`src/rtl/inst_mem_controller.sv`:
```
// rtl/inst_mem_controller.sv - boot-time word loader and run-time fetch sequencer for a byte-wide instruction memory
module inst_mem_controller #(
    parameter int MEM_BYTES = 1024,
    parameter int BYTE_AW   = 10
) (
    input  logic               clk,
    input  logic               reset,
    input  logic               load_valid,
    output logic               load_ready,
    input  logic [63:0]        load_addr,
    input  logic [31:0]        load_data,
    input  logic               load_done,
    input  logic               reload,
    input  logic               fetch_req,
    input  logic [63:0]        fetch_addr,
    output logic               fetch_valid,
    output logic [31:0]        fetch_inst,
    output logic               stall,
    output logic               mem_we,
    output logic [BYTE_AW-1:0] mem_waddr,
    output logic [7:0]         mem_wdata,
    output logic [63:0]        mem_raddr,
    input  logic [31:0]        mem_rdata,
    output logic [15:0]        words_loaded,
    output logic               error
);

    typedef enum logic [1:0] {
        BOOT  = 2'd0,
        WRITE = 2'd1,
        RUN   = 2'd2
    } state_t;

    localparam logic [31:0] NOP_INST = 32'h0000_0013;
    // A word at address a fits when a + 3 < MEM_BYTES, i.e. a < MEM_BYTES - 3.
    localparam logic [63:0] ADDR_LIMIT = 64'(MEM_BYTES - 3);

    state_t               state_q, state_d;
    logic [1:0]           k_q, k_d;
    logic [BYTE_AW-1:2]   addr_q, addr_d;
    logic [31:0]          data_q, data_d;
    logic                 mem_we_q, mem_we_d;
    logic [BYTE_AW-1:0]   mem_waddr_q, mem_waddr_d;
    logic [7:0]           mem_wdata_q, mem_wdata_d;
    logic                 fetch_valid_q, fetch_valid_d;
    logic [31:0]          fetch_inst_q, fetch_inst_d;
    logic [15:0]          words_q, words_d;
    logic                 error_q, error_d;

    logic load_good;
    logic fetch_good;

    assign load_good  = (load_addr[1:0] == 2'b00) && (load_addr < ADDR_LIMIT);
    assign fetch_good = (fetch_addr[1:0] == 2'b00) && (fetch_addr < ADDR_LIMIT);

    always_comb begin
        state_d       = state_q;
        k_d           = k_q;
        addr_d        = addr_q;
        data_d        = data_q;
        mem_we_d      = 1'b0;
        mem_waddr_d   = mem_waddr_q;
        mem_wdata_d   = mem_wdata_q;
        fetch_valid_d = 1'b0;
        fetch_inst_d  = fetch_inst_q;
        words_d       = words_q;
        error_d       = error_q;

        case (state_q)
            BOOT: begin
                if (load_valid) begin
                    if (load_good) begin
                        // Byte 0 is staged on the transfer edge so the memory sees it one edge later.
                        addr_d      = load_addr[BYTE_AW-1:2];
                        data_d      = load_data;
                        k_d         = 2'd0;
                        mem_we_d    = 1'b1;
                        mem_waddr_d = load_addr[BYTE_AW-1:0];
                        mem_wdata_d = load_data[7:0];
                        state_d     = WRITE;
                    end else begin
                        error_d = 1'b1;
                    end
                end else if (load_done) begin
                    state_d = RUN;
                end
            end

            WRITE: begin
                if (k_q == 2'd3) begin
                    state_d = BOOT;
                    if (words_q != 16'hFFFF) begin
                        words_d = words_q + 16'd1;
                    end
                end else begin
                    k_d         = k_q + 2'd1;
                    mem_we_d    = 1'b1;
                    mem_waddr_d = {addr_q, k_d};
                    mem_wdata_d = data_q[{k_d, 3'b000} +: 8];
                end
            end

            RUN: begin
                if (reload) begin
                    state_d = BOOT;
                    words_d = 16'd0;
                end else if (fetch_req) begin
                    fetch_valid_d = 1'b1;
                    if (fetch_good) begin
                        fetch_inst_d = mem_rdata;
                    end else begin
                        fetch_inst_d = NOP_INST;
                        error_d      = 1'b1;
                    end
                end
            end

            default: state_d = BOOT;
        endcase
    end

    always_ff @(posedge clk or posedge reset) begin
        if (reset) begin
            state_q       <= BOOT;
            k_q           <= 2'd0;
            addr_q        <= '0;
            data_q        <= 32'd0;
            mem_we_q      <= 1'b0;
            mem_waddr_q   <= '0;
            mem_wdata_q   <= 8'd0;
            fetch_valid_q <= 1'b0;
            fetch_inst_q  <= 32'd0;
            words_q       <= 16'd0;
            error_q       <= 1'b0;
        end else begin
            state_q       <= state_d;
            k_q           <= k_d;
            addr_q        <= addr_d;
            data_q        <= data_d;
            mem_we_q      <= mem_we_d;
            mem_waddr_q   <= mem_waddr_d;
            mem_wdata_q   <= mem_wdata_d;
            fetch_valid_q <= fetch_valid_d;
            fetch_inst_q  <= fetch_inst_d;
            words_q       <= words_d;
            error_q       <= error_d;
        end
    end

    assign load_ready   = (state_q == BOOT);
    assign stall        = (state_q != RUN);
    assign mem_raddr    = fetch_addr;
    assign mem_we       = mem_we_q;
    assign mem_waddr    = mem_waddr_q;
    assign mem_wdata    = mem_wdata_q;
    assign fetch_valid  = fetch_valid_q;
    assign fetch_inst   = fetch_inst_q;
    assign words_loaded = words_q;
    assign error        = error_q;

endmodule
```
`config.mk`:
```
export PLATFORM = sky130hd
export DESIGN_NAME = inst_mem_controller
export DESIGN_NICKNAME = d
export VERILOG_FILES = /design/src/rtl/inst_mem_controller.sv
export SDC_FILE = /design/constraint.sdc
export NUM_CORES = 1
export LEC_CHECK = 0
export BUFFER_PORTS_ARGS = -buffer_cell sky130_fd_sc_hd__buf_2
export CAP_MARGIN = 20
export CORE_AREA = 2 2 128 130
export CTS_CLUSTER_DIAMETER = 200
export DETAILED_ROUTE_END_ITERATION = 6
export DIE_AREA = 0 0 130 132
export PLACE_DENSITY_LB_ADDON = 0.12
export RECOVER_POWER = 100
export SLEW_MARGIN = 20
export SYNTH_ARGS = -nofsm -noshare
export SYNTH_HDL_FRONTEND = slang
export SYNTH_SLANG_ARGS = --single-unit
```
`constraint.sdc`:
```
create_clock -name clk -period 5 [get_ports clk]
set_clock_uncertainty 0.2 [all_clocks]
set_input_delay 1 -clock clk [delete_from_list [all_inputs] [get_ports clk]]
set_output_delay 1 -clock clk [all_outputs]
set_load 0.02 [all_outputs]
```
==> flow_summary.ini, run 1 <==
[timing]
finalCritPeriodShare_pct = 71.95
post-route-min-period_ns = 3.597
report.final.hold_viol_count = 0
fmax_mhz = 278.0
grt_setup_unrepaired = no
final-setup-viol-count = 0
hold_ws_ns = 0.2693
worst_slack_ns = 1.403
finalSetupTns_ns = 0
tightest_slew_ns = 2.266
slew_viol_final = 90
relSlewSlack_pct = -51.93

[clock_network]
cts_made_buffers = 17
postCtsResizedCells = 0
postCtsSetupRepairBufs = 0
ctsHoldBuffers = 0
cts-htree-levels = 4
clkLatencyLatePin_ns = 0.41
clockBufferDepth = 2
clkTransAtPathRegs_ns = 0.05
cts_tree = yes
cts-root-buf = clkbuf_16
cts_sinks = 113

[finish]
syn_to_final_growth_pct = 26.90
fillers = 1637
layout-drive-gt1-share_pct = 30.59
nets = 1001

[synthesis]
ys_seq_area_share_pct = 48.28
yosys.area.top_type = dfrtp_1
synth-seq-cells = 113
ys_warn_count = 0
syn_area_um2 = 5857
ys_top_cells_by_area = dfrtp_1 (48%), mux2_4 (10%), buf_4 (8.5%)
synth_most_common_cell = nand2_1
ys_types = 45
synth.top_cell.area_share_pct = 48.28
synth_edf_count = 0
syn_inst = 547
syn-num-nets = 747
synth_ff_type = dfrtp_1
synth-async-reset-ratio_pct = 100.0
ys_top_cells_by_count = nand2_1 (120), dfrtp_1 (113), buf_4 (66), mux2_4 (40), nand3_1 (39)
avgSynthCellArea_um2 = 10.71

[floorplan]
fp.dieW_um = 130
start_util_pct = 37.28
num_rows = 46
die_area_um2 = 17160
die_h_um = 132
pin_count = 333
coreArea_um2 = 15710

[worst_setup_path]
crit_arrival_ns = 3.74
start_kind = flip-flop
critPathRequiredTime_ns = 5.14
cp_max_fo = 19
crit_type = flip-flop to flip-flop
cp-end-kind = flip-flop

[global_routing]
top_usage_layer = met2
grt_antenna_before_repair = 9
grt_usage_pct = 25.45
overflow = 0
grt_start_max_net_pins = 53
use_met1_pct = 34.72
met2_usage_pct = 39.50
grt_pass1_vias = 5247
use_met3_pct = 7.062
grt_pass1_wl_mm = 32.18

[placed_design]
place_congestion = 0.8885
portBuffers = 316
dpl_worst_slack_ns = 1.614
hpwl_mm = 17.49

[pwr]
ir_drop_mv = 0.2393
p_per_area_nw_per_um2 = 317.0
leakagePower_nw = 3.801

[outcome]
outcome = finished, violations left
violations = max-capacitance violations, max-slew violations

[worst_hold_path]
hold_path.class = flip-flop to flip-flop

[drt]
routed_wl_mm = 21.66
final_antenna_net_count = 0
drt_iter0_markers = 338
first_pass_iters = 5
drc = 0
num_vias = 5087
vias_per_cell = 4.910
routedWlPerCell_um = 20.90

[job]
max_cap_viol_count = 3
-- state kept, by name, summed over array words and instances, names as in the netlist --
signal / count
data_q: 32
fetch_inst: 32
mem_waddr: 10
k_q: 2
mem_wdata: 8
addr_q: 8
state_q: 2
fetch_valid: 1
mem_we: 1
words_loaded: 16
error: 1
-- logic make-up after synthesis --
logic type      share of synthesized area [%]
fa+ha+maj                              0.4272
compound gates                          3.696
mux                                     16.58
xor+xnor                               0.7477
simple gates                            19.01
buf+inv                                 11.26
flops                                   48.28
-- critical path, stage by stage, from the launching register on --
cell and delay [ns]:
dfrtp_1 0.43, nor2b_1 1.21, o311ai_1 0.88, or4_1 0.64
a21oi_1 0.15
-- path summary, 6_finish.rpt --
kind | start | endpoint | slack, ns | cells after the start
max in group asynchronous | reset | state_q[1] | 2.34 | 3
max reg2reg | state_q[0] | words_loaded[6] | 1.40 | 4
min reg2reg | fetch_inst[20] | fetch_inst[20] | 0.27 | 2
min in group asynchronous | reset | fetch_inst[9] | 0.98 | 2
min | fetch_inst[20] | fetch_inst[20] | 0.27 | 2
max | state_q[0] | words_loaded[6] | 1.40 | 4
-- layout make-up --
type | count | area [µm²] | share of cell area, %
antenna | 6 | 15.01 | 0.2020
inverter | 9 | 35.03 | 0.4714
tap | 216 | 270.3 | 3.636
clock buffer | 22 | 464.2 | 6.246
multi-input combinational | 338 | 2232 | 30.03
timing repair buffer | 322 | 1454 | 19.56
clock inverter | 10 | 133.9 | 1.801
sequential | 113 | 2828 | 38.05
-- placed cells by master, fill, tap and decap left out, types with 7 or more instances in the layout --
master     instances
clkbuf_16         17
dfrtp_1          113
nand3_1           39
clkbuf_1         135
mux2_2            15
buf_2            186
nor3_1             7
mux2_1            40
nor2_1            18
inv_1              7
nor4_1            31
nand2_1          121
mux4_2             8
-- power breakdown --
| part | switching (mW) | internal [mW] |
|---|---|---|
| Combinational | 0.134 | 0.0735 |
| Sequential | 0.00245 | 0.918 |
| Clock | 0.422 | 0.806 |
-- metrics by stage --
step,instances,instance area (µm²),total power [mW],utilization [%]
2_1_floorplan,547,5857,1.054,-
3_3_place_gp,998,7157,1.152,45.55
3_5_place_dp,998,7157,1.154,45.55
4_1_cts,1030,7755,2.388,49.36
5_1_grt,1031,7420,2.437,47.22
6_report,1036,7432,2.356,47.30
-- per-layer routing --
layer / share of wire, % / up-vias
met1: 44 / 2454
li1: - / 2375
met4: 2.0 / 2
met2: 46 / 226
met5: 0.037 / -
met3: 7.6 / 30
(Power assumes the default switching activity.)
==> run 2: changes to the inputs <==
Clock period 5 ns to 3.6 ns, I/O delays scaled along.
==> flow_summary.ini, run 2 (synthesized netlist as in run 1, its figures left out) <==
[job]
max_cap_viol_count = 0

[drt]
routedWlPerCell_um = 20.14
routed_wl_mm = 20.92
num_vias = 5051
vias_per_cell = 4.861
drc = 0
final_antenna_net_count = 0
drt_iter0_markers = 295
first_pass_iters = 4

[clock_network]
clkLatencyLatePin_ns = 0.41
cts-htree-levels = 4
postCtsSetupRepairBufs = 0
cts-root-buf = clkbuf_16
cts_tree = yes
clkTransAtPathRegs_ns = 0.06
ctsHoldBuffers = 0
cts_sinks = 113
clockBufferDepth = 2
cts_made_buffers = 17
postCtsResizedCells = 0

[placed_design]
dpl_worst_slack_ns = 0.5840
place_congestion = 0.9150
hpwl_mm = 16.83
portBuffers = 316

[pwr]
totalPowerFinal_mw = 3.220
ir_drop_mv = 0.2830
leakagePower_nw = 3.819
p_per_area_nw_per_um2 = 431.5

[timing]
report.final.hold_viol_count = 0
finalSetupTns_ns = 0
post-route-min-period_ns = 2.801
tightest_slew_ns = 1.442
finalCritPeriodShare_pct = 77.80
hold_ws_ns = 0.2639
final-setup-viol-count = 0
worst_slack_ns = 0.7994
grt_setup_unrepaired = no
slew_viol_final = 0
relSlewSlack_pct = 3.363
fmax_mhz = 357.1

[global_routing]
grt_usage_pct = 24.62
grt_pass1_wl_mm = 31.42
grt_antenna_before_repair = 4
grt_start_max_net_pins = 41
overflow = 0
grt_pass1_vias = 5221

[floorplan]
die_area_um2 = 17160
pin_count = 333
num_rows = 46
start_util_pct = 37.28
coreArea_um2 = 15710
die_h_um = 132
fp.dieW_um = 130

[finish]
final_common_cell = buf_2
syn_to_final_growth_pct = 27.41
layout_common_cells = buf_2 (188), clkbuf_1 (131), nand2_1 (121), dfrtp_1 (113)
layout-drive-gt1-share_pct = 31.75
nets = 1006

[worst_setup_path]
crit_arrival_ns = 2.94
start_kind = input pin
critPathRequiredTime_ns = 3.74
crit_type = input pin to flip-flop
cp_max_fo = 32
cp-end-kind = flip-flop

[outcome]
outcome = complete, no violations

[worst_hold_path]
hold_path.class = flip-flop to flip-flop
[run 2: changes by cell type in the layout (fill, tap and decap cells not counted), sizes merged]
cell	change
inv	+4
clkbuf	-6
clkinv	+2
buf	+6
bufinv	-1
diode	-2
[run 2: final timing paths]
kind,from,to,slack [ns],cells after the start
setup / recovery,fetch_addr[63],fetch_inst[28],0.80,7
hold / removal,fetch_inst[18],fetch_inst[18],0.26,2
setup reg to reg,k_q[0],mem_wdata[5],0.95,5
hold reg to reg,fetch_inst[18],fetch_inst[18],0.26,2
max in group asynchronous,reset,data_q[17],0.96,3
min in group asynchronous,reset,fetch_inst[30],0.43,2
[run 2: power breakdown]
part           internal [mW]  switching (mW)  total (mW)
Sequential              1.27         0.00374        1.28
Combinational          0.104           0.186       0.290
Clock                   1.02           0.627        1.65
Total                   2.40           0.817        3.22
[run 2: critical path, cell delays in order]
cell      delay, ns
clkbuf_1       0.11
nor4_1         0.49
nand4_1        0.18
nor4_1         0.51
clkbuf_2       0.65
nand3_1        0.18
nand2_1        0.10
[run 2: per-layer routing]
metal	share of wire, %	wire [µm]	GRT usage [%]
met3	6.6	1387	6.209
met2	48	10110	39.65
met1	44	9103	32.60
met5	0	0	0
met4	1.5	324	7.527
[run 2: area by class of cell]
| cell class | count | area, µm² |
|---|---|---|
| clock buffer | 17 | 425.4 |
| fill | 1630 | 8250 |
| multi-input combinational | 338 | 2231 |
| timing repair buffer | 327 | 1503 |
| clock inverter | 15 | 160.2 |
| inverter | 9 | 35.03 |
| sequential | 113 | 2828 |
| antenna | 4 | 10.01 |
| tap | 216 | 270.3 |
[run 2: stage by stage]
step / util, % / std cells / instance area, µm²
2_1_floorplan: - / 547 / 5861
3_3_place_gp: 45.88 / 1003 / 7208
3_5_place_dp: 45.88 / 1003 / 7208
4_1_cts: 49.60 / 1035 / 7794
5_1_grt: 47.44 / 1036 / 7455
6_report: 47.49 / 1039 / 7462
==> run 3: changes to the inputs <==
Settings changed: ABC_AREA set to 1.
Clock period 3.6 ns to 2.3 ns, I/O delays scaled along.
==> flow_summary.ini, run 3 <==
[synthesis]
ys_top_cells_by_count = nand2_1 (229), nor2_1 (156), dfrtp_1 (113), buf_4 (67), inv_1 (66)
avgSynthCellArea_um2 = 7.447
synth_ff_type = dfrtp_1
synth_edf_count = 0
syn-num-nets = 1079
synth.top_cell.area_share_pct = 43.20
syn_inst = 879
syn_area_um2 = 6546
ys_types = 33
yosys.area.top_type = dfrtp_1
ys_seq_area_share_pct = 43.20
ys_warn_count = 0
synth-async-reset-ratio_pct = 100.0
synth_most_common_cell = nand2_1
synth-seq-cells = 113
ys_top_cells_by_area = dfrtp_1 (43%), nand2_1 (13%), nor2_1 (8.9%)

[floorplan]
fp.dieW_um = 130
coreArea_um2 = 15710
die_h_um = 132
start_util_pct = 41.66
num_rows = 46
die_area_um2 = 17160
pin_count = 333

[finish]
final_common_cell = nand2_1
layout-drive-gt1-share_pct = 22.42
layout_common_cells = nand2_1 (230), buf_2 (197), nor2_1 (157), clkbuf_1 (135), dfrtp_1 (113)
fillers = 1666
nets = 1351
syn_to_final_growth_pct = 27.37
fin_util_pct = 53.07
stdcell_count = 1384
stdcell_area_um2 = 8338

[job]
max_cap_viol_count = 0

[timing]
grt_setup_unrepaired = no
hold_ws_ns = 0.07487
fmax_mhz = 481.3
relSlewSlack_pct = 33.56
tightest_slew_ns = 0.9911
worst_slack_ns = 0.2222
post-route-min-period_ns = 2.078
finalSetupTns_ns = 0
slew_viol_final = 0
final-setup-viol-count = 0
report.final.hold_viol_count = 0
finalCritPeriodShare_pct = 90.34

[worst_setup_path]
cp-end-kind = flip-flop
critPathRequiredTime_ns = 2.42
crit_path_cell_trace = inv_1 > nand2_4 > inv_2 > nand3_1 > clkinv_1 > clkbuf_2 > nand2_1 > o21ai_0
crit_end = fetch_inst[27]
r2r_end = fetch_inst[27]
reg2reg_from = state_q[0]
crit_arrival_ns = 2.20
cp-startpoint = state_q[0]
cp_max_fo = 14
cp_slowest_cell = dfrtp_1
rr_worst_depth = 8
crit_type = flip-flop to flip-flop
regToRegSetupSlack_ns = 0.22
cpPeakStageDelay_ns = 0.37
start_kind = flip-flop

[pwr]
p_per_area_nw_per_um2 = 717.5
leakagePower_nw = 4.074
ir_drop_mv = 0.6240
totalPowerFinal_mw = 5.983

[worst_hold_path]
hold_path.class = input pin to flip-flop

[global_routing]
use_met1_pct = 26.03
grt_pass1_vias = 6362
grt_pass1_wl_mm = 32.06
use_met3_pct = 4.748
overflow = 0
met2_usage_pct = 45.29
top_usage_layer = met2
grt_antenna_before_repair = 4
grt_usage_pct = 24.30
grt_start_max_net_pins = 73

[drt]
drc = 0
vias_per_cell = 4.627
first_pass_iters = 4
final_antenna_net_count = 0
routedWlPerCell_um = 14.90
num_vias = 6404
routed_wl_mm = 20.62
drt_iter0_markers = 347

[placed_design]
place_area_um2 = 7963
dp.cells = 1347
place_congestion = 0.8854
dpl_worst_slack_ns = 0.2814
portBuffers = 332
hpwl_mm = 15.87

[clock_network]
postCtsResizedCells = 0
ctsHoldBuffers = 1
cts_tree = yes
cts-root-buf = clkbuf_16
cts-htree-levels = 4
clkTransAtPathRegs_ns = 0.05
cts_made_buffers = 17
postCtsSetupRepairBufs = 0
cts_sinks = 113
clockBufferDepth = 2
clkLatencyLatePin_ns = 0.42

[outcome]
outcome = complete, no violations
-- run 3: changes by cell type after synthesis, sizes merged, moves of 13 or more --
cell,previous run,this run
buf,79,92
inv,9,71
mux2,56,0
nand2,121,231
nand3,39,55
nor2,18,161
nor4,32,0
o21ai,2,102
-- run 3: worst min path at each step --
stage,slack [ns],cells past startpoint,to,from
floorplan,0.25,2,data_q[10],data_q[10]
finish,0.07,3,data_q[31],load_data[31]
detailed placement,0.26,2,data_q[22],data_q[22]
global placement,0.26,2,data_q[22],data_q[22]
CTS,0.06,3,data_q[31],load_data[31]
global route,0.08,3,fetch_inst[17],mem_rdata[17]
-- run 3: cell type report --
cell class,count,area (µm²),area share [%]
clock inverters,12,185.2,2.221
inverters,71,267.8,3.211
flip-flops and latches,113,2828,33.91
multi-input cells,597,2655,31.84
repair buffers,351,1655,19.85
diodes,4,10.01,0.1200
clock buffers,20,466.7,5.597
well taps,216,270.3,3.241
-- run 3: critical path: cells and delay by family (launching register included) --
kind | cells | cell delay, ns
flip-flops | 1 | 0.37
buffers and inverters | 4 | 0.70
AO/OA/AOI/OAI | 1 | 0.19
AND/OR/NAND/NOR | 3 | 0.52
-- run 3: routing by layer --
| metal | wire [µm] | share of wire (%) |
|---|---|---|
| met1 | 7834 | 38 |
| met2 | 11130 | 54 |
| met3 | 1097 | 5.3 |
| met4 | 556 | 2.7 |
| met5 | 0 | 0 |
-- run 3: logic make-up (layout without fill, tap and decap cells) --
logic type / Yosys count / after routing / share of synthesized area, %
buf+inv: 169 / 454 / 14.83
fa+ha+maj: 2 / 2 / 0.3822
flops: 113 / 113 / 43.20
other cells: 0 / 4 / 0
xor+xnor: 12 / 12 / 1.606
compound gates: 114 / 114 / 10.30
simple gates: 469 / 469 / 29.68
-- run 3: power by group --
part	total (mW)	leakage, nW	internal, mW	switching, mW
Combinational	0.905	2.29	0.316	0.589
Sequential	2.16	1.46	2.07	0.0978
Clock	2.91	0.329	1.99	0.921
